### src/rtl/spi_xfer_sched.sv
// Round-robin scheduler sharing one SPI master datapath between requesters.
// Grants one word per request and enforces a slave-deselect gap afterwards.
module spi_xfer_sched #(
  parameter int NUM_REQ = 4,
  parameter int DATA_W  = 32,
  parameter int GAP_W   = 8,
  parameter int OWN_W   = $clog2(NUM_REQ)
) (
  input  logic                      pclk,
  input  logic                      preset,
  input  logic                      spi_enable,
  input  logic [GAP_W-1:0]          gap_cycles,
  input  logic [NUM_REQ-1:0]        req_valid,
  input  logic [2*NUM_REQ-1:0]      req_ss,
  input  logic [DATA_W*NUM_REQ-1:0] req_wdata,
  output logic [NUM_REQ-1:0]        req_ready,
  output logic [NUM_REQ-1:0]        rsp_valid,
  output logic [DATA_W-1:0]         rsp_rdata,
  output logic [DATA_W-1:0]         transfer_data,
  output logic [1:0]                slave_select,
  output logic                      slave_ena,
  output logic                      transfer_start,
  input  logic                      transfer_start_ack,
  input  logic                      transfer_complete,
  output logic                      transfer_complete_ack,
  input  logic [DATA_W-1:0]         receive_data,
  output logic                      busy,
  output logic [OWN_W-1:0]          owner
);

  typedef enum logic [2:0] {
    IDLE,
    START,
    WAIT,
    ACK,
    GAP
  } state_t;

  state_t             state;
  state_t             state_n;
  logic [OWN_W-1:0]   rr_ptr;
  logic [OWN_W-1:0]   win;
  logic [OWN_W:0]     idx;
  logic               found;
  logic               grant;
  logic               cap;
  logic [GAP_W-1:0]   gap_cnt;
  logic [NUM_REQ-1:0] own_oh;

  // search upward from rr_ptr, wrapping modulo NUM_REQ
  always_comb begin
    win   = '0;
    found = 1'b0;
    idx   = '0;
    for (int k = 0; k < NUM_REQ; k++) begin
      idx = {1'b0, rr_ptr} + (OWN_W+1)'(k);
      if (idx >= (OWN_W+1)'(NUM_REQ))
        idx = idx - (OWN_W+1)'(NUM_REQ);
      if (!found && req_valid[idx[OWN_W-1:0]]) begin
        found = 1'b1;
        win   = idx[OWN_W-1:0];
      end
    end
  end

  assign grant = (state == IDLE) && spi_enable && found;

  always_comb begin
    req_ready = '0;
    if (grant)
      req_ready[win] = 1'b1;
  end

  always_comb begin
    own_oh        = '0;
    own_oh[owner] = 1'b1;
  end

  assign cap = transfer_complete &&
               ((state == WAIT) ||
                (state == START && transfer_start_ack));

  always_comb begin
    state_n = state;
    unique case (state)
      IDLE:
        if (grant)
          state_n = START;
      START:
        if (transfer_start_ack)
          state_n = transfer_complete ? ACK : WAIT;
      WAIT:
        if (transfer_complete)
          state_n = ACK;
      ACK:
        state_n = (gap_cycles != '0) ? GAP : IDLE;
      GAP:
        if (gap_cnt == GAP_W'(1))
          state_n = IDLE;
      default:
        state_n = IDLE;
    endcase
  end

  always_ff @(posedge pclk or posedge preset) begin
    if (preset) begin
      state                 <= IDLE;
      rr_ptr                <= '0;
      owner                 <= '0;
      transfer_data         <= '0;
      slave_select          <= '0;
      rsp_rdata             <= '0;
      gap_cnt               <= '0;
      transfer_start        <= 1'b0;
      slave_ena             <= 1'b0;
      transfer_complete_ack <= 1'b0;
      busy                  <= 1'b0;
      rsp_valid             <= '0;
    end else begin
      state <= state_n;
      if (grant) begin
        transfer_data <= req_wdata[DATA_W*win +: DATA_W];
        slave_select  <= req_ss[2*win +: 2];
        owner         <= win;
        rr_ptr        <= (win == OWN_W'(NUM_REQ-1)) ?
                         '0 : win + OWN_W'(1);
      end
      if (cap)
        rsp_rdata <= receive_data;
      if (state == ACK)
        gap_cnt <= gap_cycles;
      else if (state == GAP)
        gap_cnt <= gap_cnt - GAP_W'(1);
      // outputs decoded from the next state so they line up with it
      transfer_start        <= (state_n == START);
      slave_ena             <= (state_n == START) ||
                               (state_n == WAIT) ||
                               (state_n == ACK);
      transfer_complete_ack <= (state_n == ACK);
      busy                  <= (state_n != IDLE);
      rsp_valid             <= (state_n == ACK) ? own_oh : '0;
    end
  end

endmodule

### config.mk
export PLATFORM = sky130hd
export DESIGN_NAME = spi_xfer_sched
export DESIGN_NICKNAME = d
export VERILOG_FILES = /design/src/rtl/spi_xfer_sched.sv
export SDC_FILE = /design/constraint.sdc
export NUM_CORES = 1
export LEC_CHECK = 0
export ABC_CLOCK_PERIOD_IN_PS = 3770
export CAP_MARGIN = 10
export CORE_ASPECT_RATIO = 0.7
export CORE_UTILIZATION = 30
export CTS_BUF_LIST = sky130_fd_sc_hd__clkbuf_8
export DETAILED_ROUTE_END_ITERATION = 10
export HOLD_SLACK_MARGIN = 0.08
export PLACE_DENSITY = 0.68
export SLEW_MARGIN = 0
export SYNTH_ARGS = -nofsm -noshare
export SYNTH_HDL_FRONTEND = slang
export SYNTH_SLANG_ARGS = --single-unit
### constraint.sdc
create_clock -name pclk -period 3.77 [get_ports pclk]
set_input_delay 0.754 -clock pclk [delete_from_list [all_inputs] [get_ports pclk]]
set_output_delay 0.754 -clock pclk [all_outputs]
set_load 0.02 [all_outputs]
After elaboration in Yosys (flattened, before gate mapping)
Index checks and enable logic that the tools add are counted.

Output and inout bits: 80. Bits of input ports: 185. Register bits after elaboration: 89.

Eq/ne operators: 9. Mux-type cells: 36. Magnitude comparators: 12. Shift operators: 2. Reductions and logical operators: 19. $add $sub $neg: 9.

Operators with widths (count): 128-bit by 8-bit variable part select with 32-bit output (1); 2-bit by 3-bit < comparator with 1-bit output, second input constant (6); 2-bit two-way mux (9); 8-bit two-way mux (2); 3-bit two-way mux (5); 3-bit case mux with 5 select lines (1); 3-bit by 2-bit equality test with 1-bit output, second input constant (4); 1-bit two-way mux (11); 3-bit greater-or-equal comparator, second input constant (3); 1-bit logical AND (9); 1-bit binary-select mux with 2-bit select (4); 8-bit by 1-bit equality test with 1-bit output, second input constant (1); 4-bit two-way mux (2); 8-bit nonzero test (1); 8-bit by 4-bit variable part select with 2-bit output (1); 2-bit by 1-bit subtractor with 2-bit output, second input constant (4); 8-bit by 1-bit subtractor with 8-bit output, second input constant (1); 2-bit by 2-bit adder with 3-bit output, second input constant (2); 3-bit by 1-bit equality test with 1-bit output, second input constant (2); 1-bit demux with 2-bit select (2); 2-bit by 1-bit greater-or-equal comparator with 1-bit output, second input constant (2); 2-bit by 1-bit adder with 3-bit output, second input constant (1); 3-bit equality test, second input constant (1); 2-bit by 3-bit greater-or-equal comparator with 1-bit output, second input constant (1); other kinds (7) (11).

Longest topological paths before layout
Gate-level depths: netlist of the first run.

Depth after elaboration: 20. Gate-level depth with buffers: 10. Gate-level depth less buffers: 7.

Least setup slack after synthesis of the first run
No wires, ideal clock.

Path kind: input-to-output. Start point: in req_valid[2]. End point: out req_ready[3]. Arrival: 2.103 ns. Buffers on the path: 3. Data required time: 3.016 ns. Stages: 10. Slack: 0.913 ns. Cell sequence: nand2_1 or2_0 clkbuf_1 nand3_2 inv_2 buf_6 buf_8 ha_1 inv_1 nor2_1.

Longest elaborated chain between the ends: 17.

RTL lines: start, declared (line 13) `input logic [NUM_REQ-1:0] req_valid,`; 1-bit binary-select mux with 2-bit select (line 59) `if (!found && req_valid[idx[OWN_W-1:0]]) begin`; 1-bit two-way mux (implied by the code) (line 59); 1-bit two-way mux (line 59); 1-bit zero test (line 59); 1-bit logical AND (line 59); 1-bit two-way mux (line 59); 1-bit zero test (line 59); 1-bit logical AND (line 59); [... 2 more ...]; 1-bit logical AND (line 59); 2-bit two-way mux (*) (line 59); net win[0] (line 42) `logic [OWN_W-1:0] win;`; 2-bit by 3-bit < comparator with 1-bit output (implied by the code) or 2-bit by 1-bit greater-or-equal comparator with 1-bit output (tied branches) (line 71) `req_ready[win] = 1'b1;`; 1-bit logical AND (implied by the code) (line 71); 1-bit two-way mux (implied by the code) (line 71); 1-bit demux with 2-bit select (*) (line 71); 4-bit two-way mux (*) (line 70) `if (grant)`; end, declared (line 16) `output logic [NUM_REQ-1:0] req_ready,`.

Mark *: on every way through the listed nets, which the timed path passes. The rest lies on a longest branch. The select of a mux whose other input is x is not followed.

Worst setup path after layout of the first run
Start point: in req_valid[3]. End point: out req_ready[2].

Longest elaborated chain between the ends: 17.

RTL lines (line): 1-bit binary-select mux with 2-bit select (59); 1-bit two-way mux (implied by the code) (59); 1-bit two-way mux (59); 1-bit zero test (59); 1-bit logical AND (59); 1-bit two-way mux (59); 1-bit zero test (59); 1-bit logical AND (59); 1-bit two-way mux (59); 1-bit zero test (59); 1-bit logical AND (59); 2-bit two-way mux (59); 2-bit by 3-bit < comparator with 1-bit output (implied by the code) or 2-bit by 1-bit greater-or-equal comparator with 1-bit output (tied branches) (71); 1-bit logical AND (implied by the code) (71); 1-bit two-way mux (implied by the code) (71); 1-bit demux with 2-bit select (71); 4-bit two-way mux (*) (70).

Mark *: on every way between the ends. The rest lies on a longest branch, timed or not. The select of a mux whose other input is x is not followed.

==> out/qor.yml, run 1 <==
post-route-min-period_ns: 3.59
cts_sinks: 89
crit_path_max_incr_delay_ns: 0.63
overflow: 0
grt_max_degree: 90
fp.dieH_um: 111
fmax_mhz: 279
synth_area_um2: 5070
synth_compound_area_share_pct: 21.3
start_util_pct: 30.8
num_antenna_cells: 0
drc: 0
min-delay-start: "rsp_rdata[9]$_DFFE_PP0P_"
hp-class: "register to register"
io_pins: 265
crit_path_frequent_cell: "clkdlybuf4s50_1"
rsz0062_at_grt: "false"
yosysUniqueCellTypes: 49
async_flop_share_pct: 100
maxCapViolations: 0
synthTopCellsByCount: "dfrtp_1 (89), nand2_1 (49), mux2i_1 (36)"
placementRows: 39
clk_latency_ns: 0.37
dr.pass1.iters: 4
finalCritPeriodShare_pct: 95.2
cts_tree: "built"
synthAdderAreaFrac_pct: 1.48
min_to: "rsp_rdata[9]$_DFFE_PP0P_"
place_area_um2: 7920
worst-path-buf-inv: 4
outcome: "finished clean"
die_area_um2: 17400
muxShareOfSynthArea_pct: 14.2
coreArea_um2: 16400
gp_congestion: 0.842
tns_ns: 0
wire_per_inst_um: 17.8
die_x_um: 157
first_iter_violations: 306
cp.required_ns: 3.02
via_per_inst: 5.12
clockBufferDepth: 2
crit_family: "buffers and inverters"
yosys.area.top_type: "dfrtp_1"
cp.arrival_ns: 2.84
ys.flop_type: "dfrtp_1"
crit_path_top_delay_cell: "clkdlybuf4s50_1"
port-buffer-count: 264
r2r_start: "state[1]$_DFF_PP0_"
area_growth_pct: 61.4
worst_slew_pin_slew_ns: 0.770
relSlewSlack_pct: 48.6
yosysMostFrequentCell: "dfrtp_1"
postRouteAntennaNets: 0
dpl.cell_count: 939
hold_path_depth: 1
peakVddDrop_mv: 0.280
instances_no_fill: 960
cp_max_fo: 4
start_kind: "input pin"
worstPathCellList: "clkdlybuf4s50_1 -> buf_4 -> nor2b_1 -> o21ai_2 -> nand3_2 -> ha_1 -> inv_1 -> nor2_1 -> clkdlybuf4s50_1"
powerDensity_nw_per_um2: 687
synthXorXnorAreaFrac_pct: 0.173
reg2reg_depth: 7
cts_buffers: 9
clk_pin_slew_ns: 0.08
yosys_warnings: 0
grt_pass1_wl_um: 26200
ys_ff_latch: 89
yosys.area_share.simple_pct: 13.0
critical_path.endpoint_type: "output pin"
synth_top_area_share_pct: 43.9
finalPower_mw: 5.63
path_class: "input pin to output pin"
place_hpwl_um: 12800
seq_area_frac_synth_pct: 43.9
synthCells: 475
final_core_util_pct: 49.8
syn_nets: 666
final_area_um2: 8190
setup_viol: 0
vias: 4916
synth_top_family_by_area: "compound AO/OA/AOI/OAI gates"
fin_skew_ns: 0.0100
r2r_end: "transfer_data[0]$_DFFE_PP0P_"
synth_edf_count: 0
avgSynthCellArea_um2: 10.7
first_global_vias: 4972
fin_nets: 921
cts_root_buf: "clkbuf_8"
track_usage_pct: 19.6
rrSetupSlack_ns: 1.53
drive_above_1_share_pct: 10.5
leakage_nw: 3.38
cts_max_level: 3
hold_viol: 0
antenna_found_initial: 0
wl_um: 17100
slew_viol_final: 0
synth_area_leaders: "dfrtp_1 (44%), mux2i_1 (7.1%), mux2_1 (5.6%)"
[cell families (layout without fill, tap and decap cells)]
family / count (synthesis) / count (layout)
AOI/OAI and AO/OA: 127 / 127
xor gates and xnor gates: 1 / 1
adders and majority gates: 6 / 6
buffers and inverters: 55 / 315
DFF: 89 / 89
muxes: 68 / 68
and+or+nand+nor: 129 / 129
[cell usage in the layout, fill, tap and decap left out, types with 4 or more instances in the layout]
cell type,Yosys,routed
mux2_2,7,7
o211ai_2,18,18
mux2_1,25,25
buf_4,9,22
nand2_1,49,49
o21ai_0,4,4
a211o_1,32,32
mux2i_1,36,36
a21oi_1,4,4
o211ai_1,17,17
nand4_1,32,32
ha_1,6,6
dfrtp_1,89,89
nor2_1,19,18
clkbuf_8,0,9
o21ai_1,4,4
inv_1,8,7
clkdlybuf4s50_1,0,261
o31ai_1,33,33
[per-layer routing]
layer / GRT usage, % / wire length (µm) / vias up
met2: 31.4 / 7900 / 242
met1: 25.3 / 7580 / 2347
met4: 6.80 / 318 / 0
met5: 0 / 0 / -
li1: - / - / 2308
met3: 5.12 / 1260 / 19
[where the power goes]
part           switching [mW]  leakage, nW  internal [mW]
combinational            1.67         2.18           1.52
clock                   0.365        0.112          0.380
sequential              0.290         1.10           1.40
total                    2.33         3.38           3.30
[layout make-up]
class / count / area (µm²)
fill: 1517 / 8260
tap: 225 / 282
clock inverter: 7 / 101
timing repair buffer: 288 / 2860
multi-input combinational: 331 / 2550
clock buffer: 9 / 124
inverter: 11 / 43.8
sequential: 89 / 2230
[through the flow]
step / setup slack, ns / hold WS, ns
after detailed placement: 0.0123 / 0.474
after CTS: 0.00732 / 0.500
after floorplan: 0.709 / 0.482
after global placement: 0.119 / 0.469
final: 0.180 / 0.493
after global routing: 0.0392 / 0.513
[registers in the layout, indices dropped and copies added (netlist names)]
| name | flops |
|---|---|
| transfer_complete_ack | 1 |
| transfer_start | 1 |
| gap_cnt | 8 |
| rsp_rdata | 32 |
| state | 3 |
| rsp_valid | 4 |
| busy | 1 |
| slave_select | 2 |
| slave_ena | 1 |
| transfer_data | 32 |
| owner | 2 |
| rr_ptr | 2 |
[worst max path at each step]
| stage | start | to | slack, ns | depth (start not counted) |
|---|---|---|---|---|
| 6_report | req_valid[3] | req_ready[2] | 0.18 | 9 |
| 3_5_place_dp | req_valid[3] | req_ready[3] | 0.01 | 10 |
| 2_1_floorplan | preset | busy$_DFF_PP0_ | 0.71 | 1 |
| 5_1_grt | req_valid[3] | req_ready[2] | 0.04 | 9 |
| 3_3_place_gp | req_valid[3] | req_ready[1] | 0.12 | 9 |
| 4_1_cts | req_valid[3] | req_ready[3] | 0.007 | 10 |
[what timing repair did]
item                                    4_1_cts  5_1_grt
buffers inserted                              0        5
resized for setup                             0        3
endpoints found under the setup margin        0        4
endpoints found under the hold margin         0        0
hold buffers                                  0        0
(Power assumes the default switching activity.)
==> run 2: changes to the inputs <==
- RECOVER_POWER: default -> 100
==> run 2 against run 1 <==
Effect of this change:
- the run now ends with capacitance limit, slew limit left
- die area is the same
- final area shrank 1.9%
- setup slack lost 0.024 ns
- total power shrank 4.3%
- clock-buffer cell count is the same
- combinational power shrank 7.2%
- critical endpoint unchanged
- maximum frequency shrank 0.67%
- final cell count is the same
- register-to-register slack lost 0.69 ns
==> out/qor.yml, run 2 (synthesized netlist as in run 1, its figures left out) <==
outcome: "finished, violations left"  # was finished clean
violations: "capacitance limit, slew limit"
grt_pass1_wl_um: 26200  # unchanged
worst-path-buf-inv: 4  # unchanged
drc: 0  # unchanged
fillers: 1546  # was 1517
reg2reg_depth: 6  # was 7
slew_viol_final: 128  # was 0
area_growth_pct: 58.3  # was 61.4%
worstPathCellList: "clkdlybuf4s50_1 -> clkbuf_1 -> nor2b_1 -> o21ai_1 -> nand3_2 -> ha_1 -> inv_1 -> nor2_1 -> clkdlybuf4s50_1"  # was clkdlybuf4s50_1 -> buf_4 -> nor2b_1 -> o21ai_2 -> nand3_2 -> ha_1 -> inv_1 -> nor2_1 -> clkdlybuf4s50_1
setup_slack_ns: 0.156  # was 0.180 ns
dpl.cell_count: 939  # unchanged
r2r_end: "rsp_rdata[31]$_DFFE_PP0P_"  # was transfer_data[0]$_DFFE_PP0P_
crit_path_max_incr_delay_ns: 0.58  # was 0.63 ns
cp.depth: 9  # unchanged
wl_met3_um: 1410  # was 1260 µm
grt_max_degree: 90  # unchanged
post-place-ws_ns: 0.0123  # unchanged
min-delay-start: "rsp_rdata[9]$_DFFE_PP0P_"  # unchanged
antenna_found_initial: 0  # unchanged
peakVddDrop_mv: 0.281  # was 0.280 mV
wire_per_inst_um: 17.8  # about the same
die_x_um: 157  # unchanged
port-buffer-count: 264  # unchanged
r2r_start: "state[0]$_DFF_PP0_"  # was state[1]$_DFF_PP0_
fin_nets: 921  # unchanged
cts_sinks: 89  # unchanged
worst_slew_pin_slew_ns: 2.25  # was 0.770 ns
gp_congestion: 0.842  # unchanged
hold_viol: 0  # unchanged
clk_latency_ns: 0.37  # about the same
fin_skew_ns: 0.00919  # was 0.0100 ns
crit_end: "req_ready[2]"  # unchanged
rrSetupSlack_ns: 0.84  # was 1.53 ns
hp-class: "register to register"  # unchanged
track_usage_pct: 19.6  # unchanged
finalPower_mw: 5.38  # was 5.63 mW
dr.pass1.iters: 5  # was 4
crit_path_top_delay_cell: "clkdlybuf4s50_1"  # unchanged
crit_path_frequent_cell: "clkdlybuf4s50_1"  # unchanged
startpoint: "req_valid[3]"  # unchanged
vias: 4934  # was 4916
rsz0062_at_grt: "false"  # unchanged
finalCritPeriodShare_pct: 95.9  # was 95.2%
final_common_cell: "clkdlybuf4s50_1"  # unchanged
tns_ns: 0  # unchanged
top_layer_used: "met4"  # unchanged
wl_um: 17100  # about the same
postRouteAntennaNets: 0  # unchanged
cts_tree: "built"  # unchanged
place_hpwl_um: 12800  # unchanged
maxCapViolations: 2  # was 0
clk_pin_slew_ns: 0.08  # about the same
cts_root_buf: "clkbuf_8"  # unchanged
fmax_mhz: 277  # was 279 MHz
reg_top3: "rsp_rdata (32), transfer_data (32), gap_cnt (8)"  # unchanged
leakage_nw: 3.31  # was 3.38 nW
met2_wirelength_um: 7890  # was 7900 µm
placementRows: 39  # unchanged
cp.required_ns: 3.02  # about the same
drive_above_1_share_pct: 7.48  # was 10.5%
path_class: "input pin to output pin"  # unchanged
post-route-min-period_ns: 3.61  # was 3.59 ns
powerDensity_nw_per_um2: 670  # was 687 nW/µm²
die_area_um2: 17400  # unchanged
fp.dieH_um: 111  # unchanged
clockBufferDepth: 2  # unchanged
coreArea_um2: 16400  # unchanged
start_util_pct: 30.8  # unchanged
cts_buffers: 9  # unchanged
num_antenna_cells: 0  # unchanged
via_per_inst: 5.14  # was 5.12
relSlewSlack_pct: -49.8  # was 48.6%
io_pins: 265  # unchanged
cts_max_level: 3  # unchanged
first_global_vias: 4972  # unchanged
cp_max_fo: 4  # unchanged
critical_path.endpoint_type: "output pin"  # unchanged
first_iter_violations: 337  # was 306
setup_viol: 0  # unchanged
crit_family: "buffers and inverters"  # unchanged
start_kind: "input pin"  # unchanged
drt-met1-wl_um: 7490  # was 7580 µm
cp.arrival_ns: 2.86  # was 2.84 ns
instances_no_fill: 960  # unchanged
overflow: 0  # unchanged
final_cell_mix: "clkdlybuf4s50_1 (182), dfrtp_1 (89), dlygate4sd3_1 (79)"  # was clkdlybuf4s50_1 (261), dfrtp_1 (89), nand2_1 (49)
## run 2: metal layers
layer / vias to the layer above / GRT usage (%)
met5: - / 0
met4: 0 / 6.80
met3: 22 / 5.12
met2: 248 / 31.4
met1: 2357 / 25.3
li1: 2307 / -
## run 2: worst register-to-register path, cell delays in order, from the launching register on
cell and delay (ns):
dfrtp_1 0.46, nor2b_1 0.25, a21oi_1 0.09, nor2_1 0.11, and2_1 0.13, clkbuf_1 1.31, mux2_2 0.46
## run 2: worst min-delay path by stage
stage                     depth (start not counted)  slack (ns)                       endpoint
after floorplan                                   1        0.48       transfer_start$_DFF_PP0_
after global placement                            1        0.47       rsp_rdata[6]$_DFFE_PP0P_
after detailed placement                          2        0.47  transfer_data[22]$_DFFE_PP0P_
after CTS                                         1        0.50       rsp_rdata[9]$_DFFE_PP0P_
after global routing                              1        0.51       rsp_rdata[6]$_DFFE_PP0P_
final                                             1        0.49       rsp_rdata[9]$_DFFE_PP0P_
## run 2: area by class of cell
type	count	area, µm²	area share [%]
Timing Repair Buffer	288	2790	34.7
Inverter	11	42.5	0.530
Sequential cell	89	2230	27.7
Tap cell	225	282	3.51
Clock inverter	7	101	1.26
Clock buffer	9	124	1.54
Multi-Input combinational cell	331	2460	30.7
## run 2: power breakdown
part	total (mW)	internal [mW]	switching (mW)
Clock	0.744	0.380	0.364
Sequential	1.68	1.40	0.273
Combinational	2.96	1.33	1.64
## run 2: per-stage QoR
stage	hold slack (ns)	instance area, µm²	utilization, %
4_1_cts	0.500	8140	49.5
6_report	0.487	8030	48.8
3_5_place_dp	0.474	7920	48.1
3_3_place_gp	0.469	7920	48.1
5_1_grt	0.508	8030	48.8
2_1_floorplan	0.482	5070	-
## run 2: timing repair
item,in CTS,in global routing
hold buffers,0,0
buffers inserted,0,5
endpoints found under the setup margin,0,4
gates resized for setup,0,3
